==> config.mk <==
export PLATFORM = sky130hd
export DESIGN_NAME = fetch_stage
export DESIGN_NICKNAME = d
export VERILOG_FILES = /design/src/rtl/fetch_stage_pkg.sv /design/src/rtl/fetch_stage_if_id_reg.sv /design/src/rtl/fetch_stage.sv
export SDC_FILE = /design/constraint.sdc
export NUM_CORES = 1
export LEC_CHECK = 0
export CORE_MARGIN = 8
export CORE_UTILIZATION = 40
export CTS_CLUSTER_DIAMETER = 50
export DETAILED_ROUTE_END_ITERATION = 8
export PLACE_DENSITY = 0.76
export SLEW_MARGIN = 30
export SYNTH_ARGS = -nofsm -noshare
export SYNTH_HDL_FRONTEND = slang
export SYNTH_SLANG_ARGS = --single-unit
==> constraint.sdc <==
create_clock -name clk -period 2.69 [get_ports clk]
set_clock_uncertainty 0.2 [all_clocks]
set_input_delay 0.269 -clock clk [delete_from_list [all_inputs] [get_ports clk]]
set_output_delay 0.269 -clock clk [all_outputs]
set_load 0.05 [all_outputs]
==> src/rtl/fetch_stage_pkg.sv <==
// Shared CPU definitions used by the fetch stage: FSM encoding, reset PC and NOP encoding.
// Latency: none; this package holds only types and constants.
// Backpressure: not applicable.
package fetch_stage_pkg;

    // Fetch FSM: issuing requests, parked on a stalled response, or draining an abandoned request
    typedef enum logic [1:0] {
        S_FETCH = 2'd0,
        S_HOLD  = 2'd1,
        S_DROP  = 2'd2
    } fetch_state_t;

    localparam logic [31:0] RESET_PC_DEFAULT = 32'h0000_0000;
    localparam logic [31:0] INST_NOP         = 32'h0000_0000;

endpackage

==> src/rtl/fetch_stage_if_id_reg.sv <==
// IF/ID pipeline register: valid bit, instruction word and instruction address.
// Latency: 1 cycle from d_* to q_*.
// Backpressure: en low holds contents; clr (priority over en) loads a NOP bubble.
module if_id_reg
    import fetch_stage_pkg::*;
#(
    parameter int DATA_WIDTH = 32
) (
    input  logic                  clk,
    input  logic                  clrn,
    input  logic                  en,
    input  logic                  clr,
    input  logic                  d_valid,
    input  logic [DATA_WIDTH-1:0] d_inst,
    input  logic [DATA_WIDTH-1:0] d_pc,
    output logic                  q_valid,
    output logic [DATA_WIDTH-1:0] q_inst,
    output logic [DATA_WIDTH-1:0] q_pc
);

    // Pipeline register with synchronous squash taking precedence over load
    always_ff @(posedge clk or negedge clrn) begin
        if (!clrn) begin
            q_valid <= 1'b0;
            q_inst  <= DATA_WIDTH'(INST_NOP);
            q_pc    <= '0;
        end else if (clr) begin
            q_valid <= 1'b0;
            q_inst  <= DATA_WIDTH'(INST_NOP);
            q_pc    <= '0;
        end else if (en) begin
            q_valid <= d_valid;
            q_inst  <= d_inst;
            q_pc    <= d_pc;
        end
    end

endmodule

==> src/rtl/fetch_stage.sv <==
// Instruction fetch: PC register, imem request/response handling, IF/ID register; optional FETCH_STALL_CNT_EN counter.
// Latency: response in cycle N appears on if_* in cycle N+1; 1 instruction/cycle with zero-wait memory.
// Backpressure: stall parks a returned word in a hold buffer (no new request); flush squashes and drains any in-flight request.
module fetch_stage
    import fetch_stage_pkg::*;
#(
    parameter int                     DATA_WIDTH = 32,
    parameter logic [DATA_WIDTH-1:0]  RESET_PC   = DATA_WIDTH'(RESET_PC_DEFAULT)
) (
    input  logic                  clk,
    input  logic                  clrn,
    input  logic [DATA_WIDTH-1:0] next_pc,
    input  logic                  stall,
    input  logic                  flush,
    output logic                  imem_req,
    output logic [DATA_WIDTH-1:0] imem_addr,
    input  logic                  imem_ready,
    input  logic [DATA_WIDTH-1:0] imem_rdata,
    output logic [DATA_WIDTH-1:0] pc,
    output logic [DATA_WIDTH-1:0] pc_plus4,
    output logic                  if_valid,
    output logic [DATA_WIDTH-1:0] if_inst,
    output logic [DATA_WIDTH-1:0] if_pc,
    output logic [31:0]           stall_cycles
);

    fetch_state_t          state, state_nxt;
    logic [DATA_WIDTH-1:0] pc_q;
    logic [DATA_WIDTH-1:0] req_addr_q;
    logic [DATA_WIDTH-1:0] hold_q;

    // FSM-decoded strobes
    logic req_active;    // a request is on the bus this cycle (ignoring reset)
    logic fetch_take;    // response accepted straight into IF/ID
    logic fetch_park;    // response arrived under stall, park it
    logic fetch_miss;    // no response and not stalled: insert bubble
    logic hold_release;  // parked instruction moves into IF/ID
    logic drop_done;     // abandoned request finally answered
    logic go_drop;       // flush while a request is still unanswered

    // State register
    always_ff @(posedge clk or negedge clrn) begin
        if (!clrn) state <= S_FETCH;
        else       state <= state_nxt;
    end

    // Next-state logic; flush overrides stall and the response
    always_comb begin
        state_nxt = state;
        if (flush) begin
            state_nxt = go_drop ? S_DROP : S_FETCH;
        end else begin
            case (state)
                S_FETCH: if (imem_ready && stall) state_nxt = S_HOLD;
                S_HOLD:  if (!stall)              state_nxt = S_FETCH;
                S_DROP:  if (imem_ready)          state_nxt = S_FETCH;
                default:                          state_nxt = S_FETCH;
            endcase
        end
    end

    // Output / control decode; the request is dropped the instant reset asserts
    always_comb begin
        req_active   = (state != S_HOLD);
        imem_req     = req_active && clrn;
        fetch_take   = (state == S_FETCH) &&  imem_ready && !stall;
        fetch_park   = (state == S_FETCH) &&  imem_ready &&  stall;
        fetch_miss   = (state == S_FETCH) && !imem_ready && !stall;
        hold_release = (state == S_HOLD)  && !stall;
        drop_done    = (state == S_DROP)  &&  imem_ready;
        go_drop      = flush && req_active && !imem_ready;
    end

    // PC register: follows the selected next PC whenever an instruction retires from fetch or on redirect
    always_ff @(posedge clk or negedge clrn) begin
        if (!clrn)                                   pc_q <= RESET_PC;
        else if (flush || fetch_take || hold_release) pc_q <= next_pc;
    end

    // Request address: stays on the abandoned address while draining, then picks up the redirect target held in pc
    always_ff @(posedge clk or negedge clrn) begin
        if (!clrn) begin
            req_addr_q <= RESET_PC;
        end else if (flush) begin
            if (!go_drop) req_addr_q <= next_pc;
        end else if (fetch_take || hold_release) begin
            req_addr_q <= next_pc;
        end else if (drop_done) begin
            req_addr_q <= pc_q;
        end
    end

    // Hold buffer captures a response that arrives while decode is stalled
    always_ff @(posedge clk or negedge clrn) begin
        if (!clrn)                    hold_q <= '0;
        else if (fetch_park && !flush) hold_q <= imem_rdata;
    end

    if_id_reg #(
        .DATA_WIDTH (DATA_WIDTH)
    ) u_if_id (
        .clk     (clk),
        .clrn    (clrn),
        .en      (fetch_take || hold_release),
        .clr     (flush || fetch_miss),
        .d_valid (1'b1),
        .d_inst  ((state == S_HOLD) ? hold_q : imem_rdata),
        .d_pc    (req_addr_q),
        .q_valid (if_valid),
        .q_inst  (if_inst),
        .q_pc    (if_pc)
    );

`ifdef FETCH_STALL_CNT_EN
    logic [31:0] stall_cnt_q;

    // Count cycles waiting on memory or parked behind a decode stall
    always_ff @(posedge clk or negedge clrn) begin
        if (!clrn)
            stall_cnt_q <= '0;
        else if ((imem_req && !imem_ready) || (state == S_HOLD))
            stall_cnt_q <= stall_cnt_q + 32'd1;
    end

    assign stall_cycles = stall_cnt_q;
`else
    assign stall_cycles = 32'd0;
`endif

    assign imem_addr = req_addr_q;
    assign pc        = pc_q;
    assign pc_plus4  = pc_q + DATA_WIDTH'(4);

endmodule

==> results.json <==
{
  "insertedDiodeCount": 0,
  "cts-root-buf": "clkbuf_16",
  "vias": 5332,
  "dp_slack_ns": 0.164,
  "synthMuxAreaShare_pct": 19.7,
  "crit_arrival_ns": 2.26,
  "yosys_warnings": 0,
  "use_met2_pct": 33.5,
  "finalCritPeriodShare_pct": 101,
  "seq_power_share_pct": 36.8,
  "crit_family": "simple AND/OR/NAND/NOR gates",
  "viasPerCell": 5.11,
  "core-area_um2": 17400,
  "die_w_um": 149,
  "path_cells": "ha_4, and3_4, buf_12, nand4_4, nor3_4, xor2_2, buf_12",
  "port_buffers": 230,
  "area_delta_synth_final_pct": 54.0,
  "ys_async_sr_fraction_pct": 100,
  "fin_area_um2": 11000,
  "gr-usage-met3_pct": 6.74,
  "crit_buf_inv": 2,
  "slowest_stage": "dfrtp_2",
  "clockBufferDepth": 2,
  "busiest_layer": "met2",
  "grt_remaining_overflow": 0,
  "clkPwrFrac_pct": 31.2,
  "critPathMaxStageDelay_ns": 0.43,
  "fin_cells": 1043,
  "setup_slack_ns": -0.0390,
  "fmaxAchievable_ghz": 0.366,
  "p_int_w": 0.00548,
  "slew_headroom_pct": 56.9,
  "p_sw_w": 0.00298,
  "p_comb_share_pct": 32.0,
  "synth-xor-area-share_pct": 3.45,
  "boundaryPins": 263,
  "cts_buffers": 17,
  "synth_area_um2": 7120,
  "sw_frac_of_total_pct": 35.2,
  "drv_slew": 0,
  "hp-class": "in -> async",
  "rsz0062_at_grt": "true",
  "leakagePower_nw": 4.63,
  "hpwl_um": 15400,
  "drt-wirelength-per-cell_um": 20.8,
  "dieHeight_um": 149,
  "required_ns": 2.22,
  "rows": 48,
  "initial_utilization_pct": 41.0,
  "setup_viol": 2,
  "r2r_setup_slack_ns": 0.51,
  "grt_pass1_wl_um": 33500,
  "synthSimpleGateAreaFrac_pct": 6.79,
  "timing.max_cap.violations": 0,
  "endpoint_kind": "output port",
  "antenna_found_initial": 0,
  "yosys.area.top_type": "dfrtp_1",
  "grtUsageMet1_pct": 22.1,
  "status": "complete, but fails checks",
  "violations": "setup timing",
  "h-tree-depth": 4,
  "final.min_clock_period_ns": 2.73,
  "dp_cells": 993,
  "drtIter0Drc": 264,
  "yosysTopAreaCellShare_pct": 57.3,
  "cts_tree": "done",
  "nets": 876,
  "synth_compound_area_share_pct": 6.70,
  "hold_viol": 0,
  "dieArea_um2": 22300,
  "synth_fa_ha_area_share_pct": 0.176,
  "ys_seq_elements": 163,
  "wl_um": 21700,
  "synth_edf_count": 0,
  "ant_nets": 0,
  "drc_errors": 0,
  "grt.total_usage_pct": 19.3,
  "ys_seq_area_share_pct": 57.3,
  "cts_sinks": 163,
  "dr.pass1.iters": 4,
  "startpoint_type": "register",
  "p_per_area_nw_per_um2": 771,
  "synth_flop_cell": "dfrtp_1",
  "grt_pass1_vias": 5784,
  "tightest_slew_ns": 0.645,
  "grt_max_degree": 89,
  "synth_cells": 557,
  "drive_gt1_share_pct": 30.2,
  "cp_max_fo": 6,
  "place_congestion": 0.801,
  "synth_top_family_by_area": "multiplexers",
  "path_clk_slew_ns": 0.06,
  "peakVddDrop_v": 0.000413,
  "avgSynthCellArea_um2": 12.8,
  "synthDistinctLibCells": 36,
  "fill_cells": 1274,
  "dpl_cell_area_um2": 9970,
  "crit_top_cell": "buf_12",
  "insertion_delay_ns": 0.42,
  "synthTopCellsByArea": "dfrtp_1 (57%), mux2_2 (15%), mux2i_1 (4.5%), a22o_1 (3.9%), buf_4 (3.6%)",
  "worstSetupPathType": "reg -> out"
}
[layout by cell type, fill, tap and decap left out, types with 3 or more instances in the layout]
master / n
mux2_2: 92
conb_1: 32
nor3_2: 3
o21ai_0: 34
clkbuf_16: 17
inv_1: 6
buf_4: 29
buf_12: 26
a22o_1: 32
nand3_1: 8
mux2i_1: 32
nor4_4: 3
clkdlybuf4s50_1: 202
xnor2_1: 8
nand4_1: 4
bufinv_16: 5
nor2_2: 3
nor2_1: 5
mux2_1: 4
dfrtp_2: 17
nor3_4: 4
clkinv_2: 3
nand2_1: 44
xor2_2: 16
nand4_4: 3
dfrtp_1: 146
nor2_4: 3
[per-layer routing]
layer  routed length (um)  vias up
met2                11000      230
li1                     -     2382
met4                  392        0
met1                 8280     2695
met5                    0        -
met3                 1940       25
[flip-flops by register name (all words and copies together), names as in the netlist]
signal,flops
hold_q,32
imem_addr,32
pc,32
state,2
u_if_id.q_inst,32
u_if_id.q_pc,32
u_if_id.q_valid,1
[worst paths after layout]
| check | from | to | cells past startpoint |
|---|---|---|---|
| worst max-delay path | pc[2] | pc_plus4[28] | 7 |
| worst min-delay path | clrn | u_if_id.q_inst[25] | 2 |
| worst max register to register | state[1] | hold_q[20] | 4 |
| worst min register to register | u_if_id.q_valid | u_if_id.q_valid | 2 |
| max in group asynchronous | clrn | pc[15] | 3 |
| min in group clk | next_pc[1] | pc[1] | 2 |
[cells in the mapped netlist, types with 2 or more instances]
| cell type | count |
|---|---|
| and3_1 | 2 |
| and4_1 | 3 |
| nand3_1 | 10 |
| nand2_1 | 44 |
| nor3_1 | 9 |
| mux2_2 | 92 |
| xor2_1 | 18 |
| clkbuf_1 | 17 |
| a22o_1 | 32 |
| nor2_1 | 11 |
| buf_2 | 12 |
| nand4_1 | 4 |
| mux2_1 | 4 |
| nor4_2 | 2 |
| dfrtp_1 | 163 |
| mux2i_1 | 32 |
| xnor2_1 | 10 |
| o21ai_0 | 34 |
| nor4_1 | 2 |
| buf_4 | 34 |
| inv_1 | 6 |
| nand4_2 | 2 |
[layout make-up]
type	count	area (um^2)	area share [%]
Clock inverter	13	206	1.88
Sequential cell	163	4100	37.4
Multi-Input combinational cell	357	3120	28.5
Clock buffer	18	429	3.92
Tap cell	225	282	2.57
Inverter	6	22.5	0.205
Timing Repair Buffer	261	2800	25.6
[repair_timing]
item / 4_1_cts / 5_1_grt
gates resized for setup: 24 / 16
buffers inserted: 7 / 8
pin swaps: 7 / 14
gates cloned: 3 / 0
setup endpoints to repair: 17 / 14
hold buffers: 1 / 0
hold endpoints to repair: 117 / 0
[through the flow]
stage	total power, W	TNS, ns	utilization, %	hold slack (ns)
floorplan	0.00475	-0.00528	-	-0.227
global placement	0.00574	0	57.4	-0.0415
detailed placement	0.00582	0	57.4	-0.0303
CTS	0.00850	-0.239	62.2	0.0863
global route	0.00879	-0.880	63.2	0.103
finish	0.00845	-0.0508	63.2	0.0951
[cell families after synthesis]
family / after synthesis
adders and majority gates: 1
muxes: 128
and+or+nand+nor: 96
xor gates and xnor gates: 28
AOI/OAI and AO/OA: 69
buffers and inverters: 71
DFF: 163
other: 1
[power groups by stage]
| stage | Combinational, W | Clock (W) | Sequential, W |
|---|---|---|---|
| finish | 0.00271 | 0.00264 | 0.00311 |
| global route | 0.00282 | 0.00281 | 0.00316 |
| CTS | 0.00271 | 0.00269 | 0.00311 |
| detailed placement | 0.00266 | 0 | 0.00316 |
| global placement | 0.00261 | 0 | 0.00313 |
| floorplan | 0.000886 | 0 | 0.00386 |
Power figures use the tool's default switching activity.
